===== src/rtl/ddc_serial_tx.sv =====
// ddc_serial_tx: converter-side emulator for the DVALID_BAR / DXMIT_BAR / DOUT
// serial readout link. It buffers one parallel word and, on each conversion
// tick, announces it with DVALID_BAR and shifts it out LSB-first on request.
module ddc_serial_tx #(
  parameter int BITNUM      = 40,
  parameter int CONV_PERIOD = 1000,
  parameter int TIMEOUT     = 255,
  parameter int GAP         = 2
) (
  input  logic              SYS_CLK,
  input  logic              RST,
  input  logic              enable,
  input  logic [BITNUM-1:0] din,
  input  logic              din_valid,
  output logic              din_ready,
  output logic              DVALID_BAR,
  input  logic              DXMIT_BAR,
  output logic              DOUT,
  output logic              busy,
  output logic              frame_done,
  output logic              timeout_err,
  output logic              proto_err,
  output logic [7:0]        overrun_cnt
);

  localparam int PW = (CONV_PERIOD > 1) ? $clog2(CONV_PERIOD) : 1;
  localparam int IW = (BITNUM > 1) ? $clog2(BITNUM) : 1;
  localparam int WW = $clog2(TIMEOUT + 1);
  localparam int GW = $clog2(GAP + 1);

  typedef enum logic [1:0] {S_IDLE, S_VALID, S_SHIFT, S_GAP} state_t;

  state_t            state_q, state_d;
  logic [PW-1:0]     period_cnt_q, period_cnt_d;
  logic [BITNUM-1:0] hold_q, hold_d;
  logic              hold_full_q, hold_full_d;
  logic [BITNUM-1:0] shreg_q, shreg_d;
  logic [IW-1:0]     bit_idx_q, bit_idx_d;
  logic [WW-1:0]     wait_cnt_q, wait_cnt_d;
  logic [GW-1:0]     gap_cnt_q, gap_cnt_d;
  logic              dvalid_bar_q, dvalid_bar_d;
  logic              dout_q, dout_d;
  logic              frame_done_q, frame_done_d;
  logic              timeout_err_q, timeout_err_d;
  logic              proto_err_q, proto_err_d;
  logic [7:0]        overrun_q, overrun_d;

  logic tick;
  logic start_frame;
  logic advance;
  logic last_bit;
  logic wait_expire;
  logic abort;

  assign tick = enable && (period_cnt_q == PW'(CONV_PERIOD - 1));

  // Register every piece of state; reset wins over any frame in progress.
  always_ff @(posedge SYS_CLK) begin
    if (RST) begin
      state_q       <= S_IDLE;
      period_cnt_q  <= '0;
      hold_q        <= '0;
      hold_full_q   <= 1'b0;
      shreg_q       <= '0;
      bit_idx_q     <= '0;
      wait_cnt_q    <= '0;
      gap_cnt_q     <= '0;
      dvalid_bar_q  <= 1'b1;
      dout_q        <= 1'b0;
      frame_done_q  <= 1'b0;
      timeout_err_q <= 1'b0;
      proto_err_q   <= 1'b0;
      overrun_q     <= '0;
    end else begin
      state_q       <= state_d;
      period_cnt_q  <= period_cnt_d;
      hold_q        <= hold_d;
      hold_full_q   <= hold_full_d;
      shreg_q       <= shreg_d;
      bit_idx_q     <= bit_idx_d;
      wait_cnt_q    <= wait_cnt_d;
      gap_cnt_q     <= gap_cnt_d;
      dvalid_bar_q  <= dvalid_bar_d;
      dout_q        <= dout_d;
      frame_done_q  <= frame_done_d;
      timeout_err_q <= timeout_err_d;
      proto_err_q   <= proto_err_d;
      overrun_q     <= overrun_d;
    end
  end

  // Decide the next protocol state and flag which transition is being taken.
  always_comb begin
    state_d     = state_q;
    start_frame = 1'b0;
    advance     = 1'b0;
    last_bit    = 1'b0;
    wait_expire = 1'b0;
    abort       = 1'b0;
    case (state_q)
      S_IDLE: begin
        if (tick && hold_full_q) begin
          start_frame = 1'b1;
          state_d     = S_VALID;
        end
      end
      S_VALID: begin
        if (!DXMIT_BAR) begin
          advance = 1'b1;
          state_d = S_SHIFT;
        end else if (wait_cnt_q == WW'(TIMEOUT - 1)) begin
          wait_expire = 1'b1;
          state_d     = S_GAP;
        end
      end
      S_SHIFT: begin
        if (DXMIT_BAR) begin
          abort   = 1'b1;
          state_d = S_GAP;
        end else if (bit_idx_q == IW'(BITNUM - 1)) begin
          last_bit = 1'b1;
          state_d  = S_GAP;
        end else begin
          advance = 1'b1;
        end
      end
      S_GAP: begin
        if (gap_cnt_q == GW'(GAP - 1)) begin
          state_d = S_IDLE;
        end
      end
      default: state_d = S_IDLE;
    endcase
  end

  // Update the datapath, line outputs and status pulses for the chosen transition.
  always_comb begin
    period_cnt_d  = period_cnt_q;
    hold_d        = hold_q;
    hold_full_d   = hold_full_q;
    shreg_d       = shreg_q;
    bit_idx_d     = bit_idx_q;
    wait_cnt_d    = wait_cnt_q;
    gap_cnt_d     = gap_cnt_q;
    dvalid_bar_d  = dvalid_bar_q;
    dout_d        = dout_q;
    frame_done_d  = last_bit;
    timeout_err_d = wait_expire;
    proto_err_d   = abort;
    overrun_d     = overrun_q;

    if (!enable || tick) begin
      period_cnt_d = '0;
    end else begin
      period_cnt_d = period_cnt_q + 1'b1;
    end

    if (din_valid && !hold_full_q) begin
      hold_d      = din;
      hold_full_d = 1'b1;
    end

    if (start_frame) begin
      shreg_d      = hold_q;
      hold_full_d  = 1'b0;
      bit_idx_d    = '0;
      wait_cnt_d   = '0;
      dvalid_bar_d = 1'b0;
      dout_d       = hold_q[0];
    end

    if ((state_q == S_VALID) && DXMIT_BAR) begin
      wait_cnt_d = wait_cnt_q + 1'b1;
    end

    if (advance) begin
      bit_idx_d = bit_idx_q + 1'b1;
      shreg_d   = shreg_q >> 1;
      dout_d    = shreg_q[1];
    end

    if (last_bit || abort || wait_expire) begin
      dvalid_bar_d = 1'b1;
      dout_d       = 1'b0;
      gap_cnt_d    = '0;
    end

    if (state_q == S_GAP) begin
      gap_cnt_d = gap_cnt_q + 1'b1;
    end

    if (tick && (state_q != S_IDLE) && (overrun_q != 8'hFF)) begin
      overrun_d = overrun_q + 8'd1;
    end
  end

  assign din_ready   = !hold_full_q;
  assign busy        = (state_q != S_IDLE);
  assign DVALID_BAR  = dvalid_bar_q;
  assign DOUT        = dout_q;
  assign frame_done  = frame_done_q;
  assign timeout_err = timeout_err_q;
  assign proto_err   = proto_err_q;
  assign overrun_cnt = overrun_q;

endmodule


===== config.mk =====
export PLATFORM = sky130hd
export DESIGN_NAME = ddc_serial_tx
export DESIGN_NICKNAME = d
export VERILOG_FILES = /design/src/rtl/ddc_serial_tx.sv
export SDC_FILE = /design/constraint.sdc
export NUM_CORES = 1
export LEC_CHECK = 0
export BUFFER_PORTS_ARGS = -buffer_cell sky130_fd_sc_hd__buf_2
export CORE_MARGIN = 5
export CORE_UTILIZATION = 50
export CTS_BUF_LIST = sky130_fd_sc_hd__clkbuf_2 sky130_fd_sc_hd__clkbuf_4 sky130_fd_sc_hd__clkbuf_8
export DETAILED_ROUTE_END_ITERATION = 12
export GPL_ROUTABILITY_DRIVEN = 0
export PLACE_DENSITY = 0.73
export SYNTH_ARGS = -nofsm -noshare
export SYNTH_HDL_FRONTEND = slang
export SYNTH_SLANG_ARGS = --single-unit

===== constraint.sdc =====
create_clock -name SYS_CLK -period 1.7 [get_ports SYS_CLK]
set_input_delay 0.17 -clock SYS_CLK [delete_from_list [all_inputs] [get_ports SYS_CLK]]
set_output_delay 0.17 -clock SYS_CLK [all_outputs]
set_load 0.01 [all_outputs]

==> key figures <==
Synth
  – Ys async rst share: 0%
  – Synth Cell Area: 5070 µm²
  – Average size of a mapped cell: 8.65 µm²
  – Number of synthesized flops with an enable pin: 0
  – Syn Nets: 642
  – Synth unique cells: 43
  – Yosys warns: 0
  – Post-synth top flop: dfxtp_1
  – Post-synthesis sequential area ratio: 47.7%
  – Post-Syn Instances: 587
  – Synth Register Bits: 121

Timing
  – Final TNS setup: -9390 ps
  – Rel. slew slack: 68.2%
  – PnR worst setup slack: -258 ps
  – Period utilisation layout: 115%
  – Final setup viols: 63
  – Slew Viols, Final: 0
  – Maximum clock frequency: 511 MHz
  – Fin Clk Skew: 13.9 ps
  – Fin. Hold Viols: 0
  – RSZ-0062 raised after global routing: true
  – Period minus WS final: 1960 ps
  – Least-Margin Pin Slew: 475 ps

Final layout
  – Fraction of layout cells with a size suffix above 1: 30.8%
  – # fillers: 649
  – Nets@finish: 805
  – Area grow syn2layout: 45.8%
  – Antenna cells: 0
  – Final Core Density: 75.3%
  – Post-route cell area: 7400 µm²

Placement
  – Port Buf Inserts: 59
  – DP HPWL: 7.47 mm
  – Placed inst area: 6000 µm²

Critical path
  – Startpoint Class: register
  – WP data required: 1990 ps
  – CP max FO: 6
  – RR Startpoint: bit_idx_q[3]
  – Critical Path End Type: register
  – WP data arrival: 2250 ps
  – R2R setup slack: -260 ps
  – R2R Path End: bit_idx_q[3]
  – R2r worst-path depth: 6
  – Kind of critical path: reg -> reg

Detailed routing
  – WL met1: 5.91 mm
  – Wire per inst: 15.8 µm
  – Via count: 4876
  – DRT iter0 DRCs: 398
  – Residual DRC count: 0
  – DRT antenna net count: 0
  – Met3 routed WL: 585 µm
  – Detailed Route WL: 14.2 mm
  – DR pass1 iterations: 6
  – Routed wire length on met2: 7.36 mm
  – Top layer in use: met4
  – DR vias/cell: 5.45

GRT
  – Initial antenna violation count: 0
  – First-pass GRT wire length: 21.6 mm
  – Total grt overflow: 0
  – Number of global-route vias before repair: 4759
  – GRT Util Overall: 20.7%
  – Largest net degree at the start of global routing: 83

Hold path
  – WHS Endpoint: hold_full_q
  – Hold Path Origin: din_valid
  – Worst hold path type: in -> reg
  – WHS Path Cells: 3

Floorplanning
  – Initial Util: 51.7%
  – Die ar.: 12300 µm²
  – Core footprint: 9820 µm²
  – Die X: 111 µm
  – Site Rows: 36
  – Die height: 111 µm
  – I/O pins: 60

CTS
  – CTS clock-pin slew for the worst setup and hold paths: 70 ps
  – Number of CTS-inserted buffers: 17
  – Clk sink count: 121
  – Max H-tree Level: 4
  – CTS tree: built
  – CTS Buffer Depth: 2
  – Clk Latency, worst-skew pair: 430 ps
  – Clock root buffer: clkbuf_8

Power and ir drop
  – Clock Power Share: 39.0%
  – Sw power: 0.00171 W
  – Maximum VDD drop: 0.000595 V
  – Pwr/cell area: 862 nW/µm²
  – Power share of the combinational group: 14.1%
  – Part of the power in registers: 46.9%
  – Leakage: 3.06 nW
  – Int Pwr: 0.00467 W
  – Switching share of power: 26.8%

Run status
  – Status: complete, but fails checks
  – Failing checks: negative setup slack

Flow run
  – Max-Cap Viols: 0
==> how the worst max path moves through the flow <==
stage	startpoint	to	slack (ps)
floorplan	period_cnt_q[0]	overrun_cnt[7]	-80
CTS	period_cnt_q[1]	shreg_q[35]	-180
finish	bit_idx_q[3]	bit_idx_q[3]	-260
detailed placement	bit_idx_q[3]	shreg_q[22]	-230
global route	period_cnt_q[1]	DOUT	-400
global placement	period_cnt_q[1]	overrun_cnt[6]	-140
==> power by group through the flow <==
stage / sequential [W] / clock (W) / combinational, W
after floorplan: 0.00303 / 0 / 0.000389
after global placement: 0.00303 / 0 / 0.000646
after detailed placement: 0.00304 / 0 / 0.000665
after CTS: 0.00298 / 0.00251 / 0.000830
after global routing: 0.00300 / 0.00266 / 0.000982
final: 0.00299 / 0.00249 / 0.000900
==> cells by family after synthesis <==
group | after synthesis | share of synthesized area [%]
compound gates | 120 | 15.0
fa+ha+maj | 10 | 2.47
buf+inv | 50 | 3.97
xor+xnor | 15 | 2.59
mux | 42 | 8.28
simple gates | 229 | 20.0
flops | 121 | 47.7
==> final cells by class <==
class	instances	area (µm²)	area share, %
clock buffers	18	248	3.35
clock inverters	13	129	1.74
repair buffers	180	1580	21.3
inverters	14	52.6	0.710
multi-input cells	416	2790	37.7
well taps	133	166	2.25
flip-flops and latches	121	2430	32.9
==> critical path, cell delays in order, from the launching register on <==
cell and delay (ps):
dfxtp_2 340, or3b_4 400, buf_6 140, o311a_4 360, nor2_4 160, nor2_1 70
a211oi_1 360
==> sequential cells by signal, indices dropped and copies added (netlist names) <==
register and cells:
DOUT 1, DVALID_BAR 1, bit_idx_q 6, frame_done 1, gap_cnt_q 2, hold_full_q 1, hold_q 40, overrun_cnt 8
period_cnt_q 10, proto_err 1, shreg_q 39, state_q 2, timeout_err 1, wait_cnt_q 8
==> synthesized netlist by cell type, types with 2 or more instances <==
cell type  instances  area [µm²]
o21ai_1            2        10.0
nor2b_1            2        12.5
ha_1              10         125
xnor2_1            9        78.8
or4_1              2        15.0
nor4_1             7        43.8
dfxtp_1          121        2420
nand2_1           91         342
xor2_1             6        52.6
a41oi_1            2        17.5
and3_1             3        18.8
nand3b_1           2        15.0
or2_2              3        18.8
o21ai_0            7        35.0
nor3_1            10        50.1
buf_2             11        55.1
and2_1             2        12.5
mux2i_1           42         420
clkbuf_1          25        93.8
nand3_1           12        60.1
a21oi_1           56         280
a31oi_1            5        31.3
nor2_1            75         282
inv_1             14        52.6
a211oi_1          41         308
nand4_1            3        18.8
nand2b_1           7        43.8
or3_1              2        12.5
==> layout by cell type (no fill, tap or decap), drive strengths merged, types with 6 or more instances in the layout <==
cell type    Yosys  final
inv             14     15
nand2b           7      7
dlygate4sd3      0     40
buf             11    135
mux2i           42     42
xor2             6      6
xnor2            9      9
nor4             7      7
nor3            10     10
nor2            76     76
clkbuf          25     23
o21ai            9      9
a211oi          41     41
nand2           91     91
a21oi           56     56
clkinv           0      9
dfxtp          121    121
ha              10     10
nand3           13     13
==> stage by stage <==
step	setup WS, ps	hold WS (ps)	total power (W)	instances
floorplan	-84.2	306	0.00342	587
global placement	-142	409	0.00368	800
detailed placement	-227	414	0.00370	800
CTS	-176	32.2	0.00632	883
global route	-402	33.4	0.00664	895
finish	-258	48.1	0.00638	895
==> timing repair <==
item | CTS | global route
endpoints found under the setup margin | 64 | 65
resized for setup | 42 | 36
pin swaps | 16 | 35
gates cloned | 3 | 5
hold buffers | 40 | 0
buffers inserted | 9 | 10
endpoints found under the hold margin | 40 | 0
==> routing by layer <==
layer | vias to the layer above | global-route usage (%)
li1 | 2356 | -
met4 | 0 | 8.13
met3 | 31 | 4.53
met1 | 2356 | 24.3
met5 | - | 0
met2 | 133 | 36.6
(Power assumes the default switching activity.)
